$ cat src/rtl/mips_mc_pkg.sv
// Shared encodings for the multicycle MIPS core: memory-stage FSM states,
// memory access kinds and instruction field positions.
package mips_mc_pkg;

    localparam logic [1:0] ST_IDLE = 2'd0;
    localparam logic [1:0] ST_BUSY = 2'd1;
    localparam logic [1:0] ST_DONE = 2'd2;

    typedef enum logic [1:0] {
        KIND_FETCH = 2'd0,
        KIND_LOAD  = 2'd1,
        KIND_STORE = 2'd2
    } access_kind_t;

    localparam int OP_MSB    = 31;
    localparam int OP_LSB    = 26;
    localparam int FUNCT_MSB = 5;
    localparam int FUNCT_LSB = 0;

    // Fetch beats store beats load when the control FSM raises several strobes.
    function automatic access_kind_t select_kind(input logic ir_write,
                                                 input logic mem_write,
                                                 input logic mem_read);
        if (ir_write)
            return KIND_FETCH;
        else if (mem_write)
            return KIND_STORE;
        else if (mem_read)
            return KIND_LOAD;
        else
            return KIND_FETCH;
    endfunction

endpackage

$ cat src/rtl/bus_watchdog.sv
// Timeout counter for an outstanding memory transaction; used by
// mem_fetch_unit only when MEM_TIMEOUT_EN is defined.
module bus_watchdog #(
    parameter int TIMEOUT = 15
) (
    input  logic clk,
    input  logic reset,
    input  logic start,
    input  logic busy,
    input  logic ack,
    output logic expired
);

    localparam int CW = $clog2(TIMEOUT + 1);

    logic [CW-1:0] count;

    // Fires in the TIMEOUT-th busy cycle without an ack, so the request
    // is held for exactly TIMEOUT cycles.
    assign expired = busy && !ack && (count == CW'(TIMEOUT - 1));

    always_ff @(posedge clk) begin
        if (reset || start)
            count <= '0;
        else if (busy && !ack && !expired)
            count <= count + 1'b1;
    end

endmodule

$ cat src/rtl/mem_fetch_unit.sv
// Memory-access stage of the multicycle MIPS core: req/ack memory port,
// Instruction Register and Memory Data Register. Optional timeout: MEM_TIMEOUT_EN.
module mem_fetch_unit
    import mips_mc_pkg::*;
#(
    parameter int DATA_W  = 32,
    parameter int ADDR_W  = 32,
    parameter int TIMEOUT = 15
) (
    input  logic              clk,
    input  logic              reset,
    input  logic              IRWrite,
    input  logic              MemWrite,
    input  logic              MemRead,
    input  logic [ADDR_W-1:0] pc,
    input  logic [ADDR_W-1:0] alu_out,
    input  logic [DATA_W-1:0] wdata,
    output logic              mem_req,
    output logic              mem_we,
    output logic [ADDR_W-1:0] mem_addr,
    output logic [DATA_W-1:0] mem_wdata,
    input  logic              mem_ack,
    input  logic [DATA_W-1:0] mem_rdata,
    output logic [DATA_W-1:0] instr,
    output logic [5:0]        Op,
    output logic [5:0]        funct,
    output logic [DATA_W-1:0] mdr,
    output logic              stall,
    output logic              bus_err
);

    if (TIMEOUT < 1) begin : g_bad_timeout
        $error("mem_fetch_unit: TIMEOUT must be at least 1");
    end

    logic [1:0]        state;
    access_kind_t      kind_q;
    access_kind_t      sel_kind;
    logic              start;
    logic [ADDR_W-1:0] sel_addr;
    logic [ADDR_W-1:0] aligned_addr;
    logic              timeout_hit;

    assign start        = IRWrite || MemWrite || MemRead;
    assign sel_kind     = select_kind(IRWrite, MemWrite, MemRead);
    assign sel_addr     = (sel_kind == KIND_FETCH) ? pc : alu_out;
    assign aligned_addr = sel_addr & {{(ADDR_W-2){1'b1}}, 2'b00};

    assign Op    = instr[OP_MSB:OP_LSB];
    assign funct = instr[FUNCT_MSB:FUNCT_LSB];

    // Held low during reset so the control FSM never sees a stall it cannot clear.
    assign stall = !reset && (((state == ST_IDLE) && start) || (state == ST_BUSY));

`ifdef MEM_TIMEOUT_EN
    logic enter_busy;

    assign enter_busy = (state == ST_IDLE) && start;

    bus_watchdog #(
        .TIMEOUT(TIMEOUT)
    ) u_bus_watchdog (
        .clk     (clk),
        .reset   (reset),
        .start   (enter_busy),
        .busy    (state == ST_BUSY),
        .ack     (mem_ack),
        .expired (timeout_hit)
    );

    always_ff @(posedge clk) begin
        if (reset)
            bus_err <= 1'b0;
        else if (timeout_hit)
            bus_err <= 1'b1;
    end
`else
    assign timeout_hit = 1'b0;
    assign bus_err     = 1'b0;
`endif

    always_ff @(posedge clk) begin
        if (reset) begin
            state     <= ST_IDLE;
            kind_q    <= KIND_FETCH;
            mem_req   <= 1'b0;
            mem_we    <= 1'b0;
            mem_addr  <= '0;
            mem_wdata <= '0;
            instr     <= '0;
            mdr       <= '0;
        end else begin
            case (state)
                ST_IDLE: begin
                    if (start) begin
                        kind_q    <= sel_kind;
                        mem_addr  <= aligned_addr;
                        mem_wdata <= wdata;
                        mem_we    <= (sel_kind == KIND_STORE);
                        mem_req   <= 1'b1;
                        state     <= ST_BUSY;
                    end
                end
                ST_BUSY: begin
                    // An ack in the limit cycle counts as a normal completion.
                    if (mem_ack) begin
                        if (kind_q == KIND_FETCH)
                            instr <= mem_rdata;
                        if (kind_q == KIND_LOAD)
                            mdr <= mem_rdata;
                        mem_req <= 1'b0;
                        state   <= ST_DONE;
                    end else if (timeout_hit) begin
                        mem_req <= 1'b0;
                        state   <= ST_DONE;
                    end
                end
                ST_DONE: begin
                    state <= ST_IDLE;
                end
                default: begin
                    state   <= ST_IDLE;
                    mem_req <= 1'b0;
                end
            endcase
        end
    end

endmodule

$ cat config.mk
export PLATFORM = sky130hd
export DESIGN_NAME = mem_fetch_unit
export DESIGN_NICKNAME = d
export VERILOG_FILES = /design/src/rtl/mips_mc_pkg.sv /design/src/rtl/bus_watchdog.sv /design/src/rtl/mem_fetch_unit.sv
export SDC_FILE = /design/constraint.sdc
export NUM_CORES = 1
export LEC_CHECK = 0
export CAP_MARGIN = 20
export CORE_MARGIN = 2
export CORE_UTILIZATION = 35
export CTS_BUF_LIST = sky130_fd_sc_hd__clkbuf_8
export DETAILED_ROUTE_END_ITERATION = 6
export PLACE_DENSITY_LB_ADDON = 0.2
export SKIP_LAST_GASP = 1
export SYNTH_ARGS = -nofsm -noshare
export SYNTH_HDL_FRONTEND = slang
export SYNTH_SLANG_ARGS = --single-unit
$ cat constraint.sdc
create_clock -name clk -period 1.7 [get_ports clk]
set_input_delay 0.34 -clock clk [delete_from_list [all_inputs] [get_ports clk]]
set_output_delay 0.34 -clock clk [all_outputs]
set_load 0.1 [all_outputs]
* Word level (Yosys, flattened, before mapping)
Index checks and enable logic that the tools add are counted.
** Word-level totals
- Flip-flop bits (word level) :: 132
- Input bits :: 134
- Output and inout bits :: 144
- Logic and storage cells :: 39
** Operators by class
- Eq/ne operators :: 6
- Muxes and demuxes :: 10
- Bitwise operators :: 1
- Reduce and logical (&&, ||, !) cells :: 14
** Operators by type and width (count)
- $mux W32 :: 1
- $reduce_and A3 Y1 :: 3
- $mux W2 :: 4
- $logic_not A2 Y1 :: 3
- $eq A2 B1 Y1 const B :: 2
- $eq A2 B2 Y1 const B :: 2
- $ne A2 B2 Y1 const B :: 2
- $pmux W2 S2 :: 1
- $reduce_and A2 Y1 :: 2
- $logic_or A1 B1 Y1 :: 3
- $mux W1 :: 3
- $pmux W1 S3 :: 1
- $logic_and A1 B1 Y1 :: 2
- $logic_not A1 Y1 :: 1
- $not A1 Y1 :: 1

* Logic depth before layout (Yosys ltp)
- Depth in word-level cells :: 5
- Depth in mapped cells :: 5
- Mapped depth without buffers :: 3

* Worst setup path after synthesis
Ideal clock, no wire load.
- Path kind :: register to output
- Start :: register state[1]
- End :: output stall
- Arrival time :: 2.360 ns
- Required time :: 1.360 ns
- Slack :: -1.000 ns
- Stages on the path, launching flop included :: 6
- Path buffers :: 2
- Path through :: dfxtp_1 nor2_1 buf_2 buf_2 nand2_1 a21oi_1
** Between the ends
- Longest elaborated chain between the ends :: 4
- Elaborated cells on any way between the ends :: 5
- Classes of those cells :: 1 x eq/ne; 4 x reduce/logical
** Ends and longest elaborated chain
- start: declaration :: line mem_fetch_unit.sv:36 : logic [1:0] state;
- start signal: assignment :: line mem_fetch_unit.sv:84 : state <= ST_IDLE;
- start signal: assignment :: line mem_fetch_unit.sv:101 : state <= ST_BUSY;
- start signal: assignment :: line mem_fetch_unit.sv:112 : state <= ST_DONE;
- $logic_not A2 Y1 :: line mem_fetch_unit.sv:53 : assign stall = !reset && (((state == ST_IDLE) && start) || (state == ST_BUSY));
- $logic_and A1 B1 Y1 :: line mem_fetch_unit.sv:53
- $logic_or A1 B1 Y1 (*) :: line mem_fetch_unit.sv:53
- $logic_and A1 B1 Y1 (*) :: line mem_fetch_unit.sv:53
- end: declaration :: line mem_fetch_unit.sv:28 : output logic stall,
Mark *: on every way between the ends. The rest lies on a longest branch, timed or not.

* Final worst setup path
Ends and elaborated chain as after synthesis.

==> impl_metrics.tcl <==
set metrics [dict create \
    viasPerCell 5.36 \
    criticalPathCategory "reg -> out" \
    max-cap-violations 0 \
    grt_pass1_wl_mm 28.4 \
    fin_skew_ns 0.0109 \
    fin_crit_sh_pct 101 \
    first_global_vias 5680 \
    vdd_drop_max_uv 601 \
    clockBufferDepth 2 \
    synth.avg_cell_area_um2 8.21 \
    cts.sink_count 132 \
    arrival_ns 1.37 \
    num_rows 45 \
    gp_congestion 0.790 \
    cts-hold-fix-buffers 0 \
    die_h_um 128 \
    synth_edf_count 0 \
    finalSetupViolCount 1 \
    dr.first_iter.drc_count 365 \
    htreeDepth 4 \
    endpoint "stall" \
    drive_gt1_share_pct 25.5 \
    antenna_left 0 \
    hold_class "in -> reg" \
    ioPinCount 278 \
    routed.top_layer "met4" \
    netlist_instances 657 \
    report.final.slew_viol_count 0 \
    fin_total_pwr_uw 10200 \
    wl_mm 18.3 \
    timing.rr.end "mem_addr[21]" \
    power_density_nw_per_um2 1010 \
    grt_overflow_total 0 \
    worstReg2RegStart "state[1]" \
    p_leak_uw 0.00374 \
    dieArea_um2 16400 \
    tightest_slew_ns 0.584 \
    worst_slew_margin_rel_pct 61.0 \
    start_util_pct 35.6 \
    grt_usage_pct 21.9 \
    required_ns 1.36 \
    seq_area_um2 2660 \
    synth_area_um2 5390 \
    synthDistinctLibCells 28 \
    wl_met2_mm 9.16 \
    cp-end-kind "output port" \
    period_needed_ns 1.71 \
    synth_ff_type "dfxtp_1" \
    ff2ff_setup_slack_ns 0.26 \
    finalHoldViolations 0 \
    met1_length_mm 7.07 \
    drc 0 \
    worst_slack_ns -0.00863 \
    fillers 1138 \
    fin_nets 1022 \
    status "finished, violations left" \
    worst_setup_path_start_kind "register" \
    fin_util_pct 66.6 \
    cts_tree "done" \
    vias 5832 \
    violations "setup timing" \
    max_freq_ghz 0.585 \
    hpwl_mm 13.2 \
    r2r_cells 5 \
    critPathMaxFanout 6 \
    grt_max_degree 65 \
    die_w_um 128 \
    antenna_cells 0 \
    antenna_found_initial 0 \
    avgRoutedWirePerCell_um 16.8 \
    core_um2 15100 \
    areaGrowthSynthToFinish_pct 87.1 \
    wl_met3_mm 1.71 \
    synthTopCellsByArea "dfxtp_1, a21oi_1, nand3_1" \
    dp_slack_ns -0.282 \
    startpoint "state[1]" \
    synth_seq_cells 132 \
    synthTopCellsByCount "a21oi_1, dfxtp_1, nand3_1, o21ai_0, nand2_1" \
    clkLatencyLatePin_ns 0.44 \
    yosysSeqAreaShare_pct 49.0 \
    first_pass_iters 5 \
    port_buffers 270 \
    synth_warnings 0 \
    cts_buffers 17 \
    synth_top_cell_by_area "dfxtp_1" \
    synthArstFlopShare_pct 0 \
    clk_pin_slew_worst_paths_ns 0.07 \
    netlist.area_leader.share_pct 49.0 \
    multiInputGateArea_um2 2330 \
    rsz0062_at_grt "yes" \
    cts-root-buf "clkbuf_8" \
]
## sequential cells by signal (all words and copies together), names as in the netlist
name and flops:
mem_addr 30, mdr 32, mem_req 1, instr 32
kind_q 2, mem_wdata 32, state 2, mem_we 1
## layout by cell type (no fill, tap or decap), types with 2 or more instances in the layout
master           count
buf_12             147
a21oi_1            131
clkdlybuf4s50_1    125
dfxtp_1            117
nand3_1             96
o21ai_0             96
nand2_1             61
a311oi_1            27
buf_4               21
clkbuf_8            19
dfxtp_2             14
bufinv_16            5
clkinv_4             4
nor2_1               3
a311oi_2             3
o21ai_1              3
conb_1               3
dlygate4sd2_1        3
clkinv_2             2
## routing by layer
metal,GRT usage (%),vias to the layer above
met5,0,-
met4,7.18,0
met3,8.72,29
met2,38.3,266
met1,24.3,2739
li1,-,2798
## where the power goes
group / switching, uW / total, uW / internal [uW]
clock: 1220 / 3050 / 1820
combinational: 2290 / 3630 / 1340
sequential: 231 / 3530 / 3300
total: 3740 / 10200 / 6470
## worst max-delay path, cell delays in order (launching register included)
cell and delay (ns):
dfxtp_4 0.37, nor2_4 0.15, nand2_4 0.08, a21oi_4 0.15, buf_12 0.19
## per-stage QoR
stage / TNS, ns / hold WS [ns] / instance area, um^2 / std cells
6_report: -0.00863 / 0.379 / 10100 / 1089
5_1_grt: -0.0998 / 0.368 / 10100 / 1089
3_3_place_gp: -13.88 / 0.475 / 9580 / 1054
3_5_place_dp: -17.25 / 0.501 / 9580 / 1054
2_1_floorplan: -0.00638 / 0.458 / 5450 / 659
4_1_cts: -0.0537 / 0.357 / 10100 / 1089
## timing repair
action,4_1_cts,5_1_grt
resized for setup,9,1
setup buffers,3,0
endpoints found under the setup margin,1,2
pin swaps,4,0
## logic make-up after synthesis
family,after synthesis,synth area share [%]
buf+inv,88,8.89
compound gates,263,27.0
simple gates,173,15.0
other cells,1,0.0696
flops,132,49.0
## worst min-delay path by stage
stage	start	end	slack [ns]	cells past startpoint
floorplan	kind_q[1]	kind_q[1]	0.46	2
global placement	kind_q[1]	kind_q[1]	0.47	2
detailed placement	kind_q[1]	kind_q[1]	0.50	2
CTS	reset	state[0]	0.36	3
global route	reset	state[0]	0.37	3
finish	reset	state[0]	0.38	3
## cell type report
class / instances / share of cell area [%]
Clock buffer: 19 / 2.59
Sequential cell: 132 / 26.4
Clock inverter: 13 / 2.05
Inverter: 1 / 0.0372
Multi-Input combinational cell: 439 / 23.1
Timing Repair Buffer: 297 / 43.5
Tap cell: 188 / 2.33
Note: power is estimated with default switching activity, not from simulation.
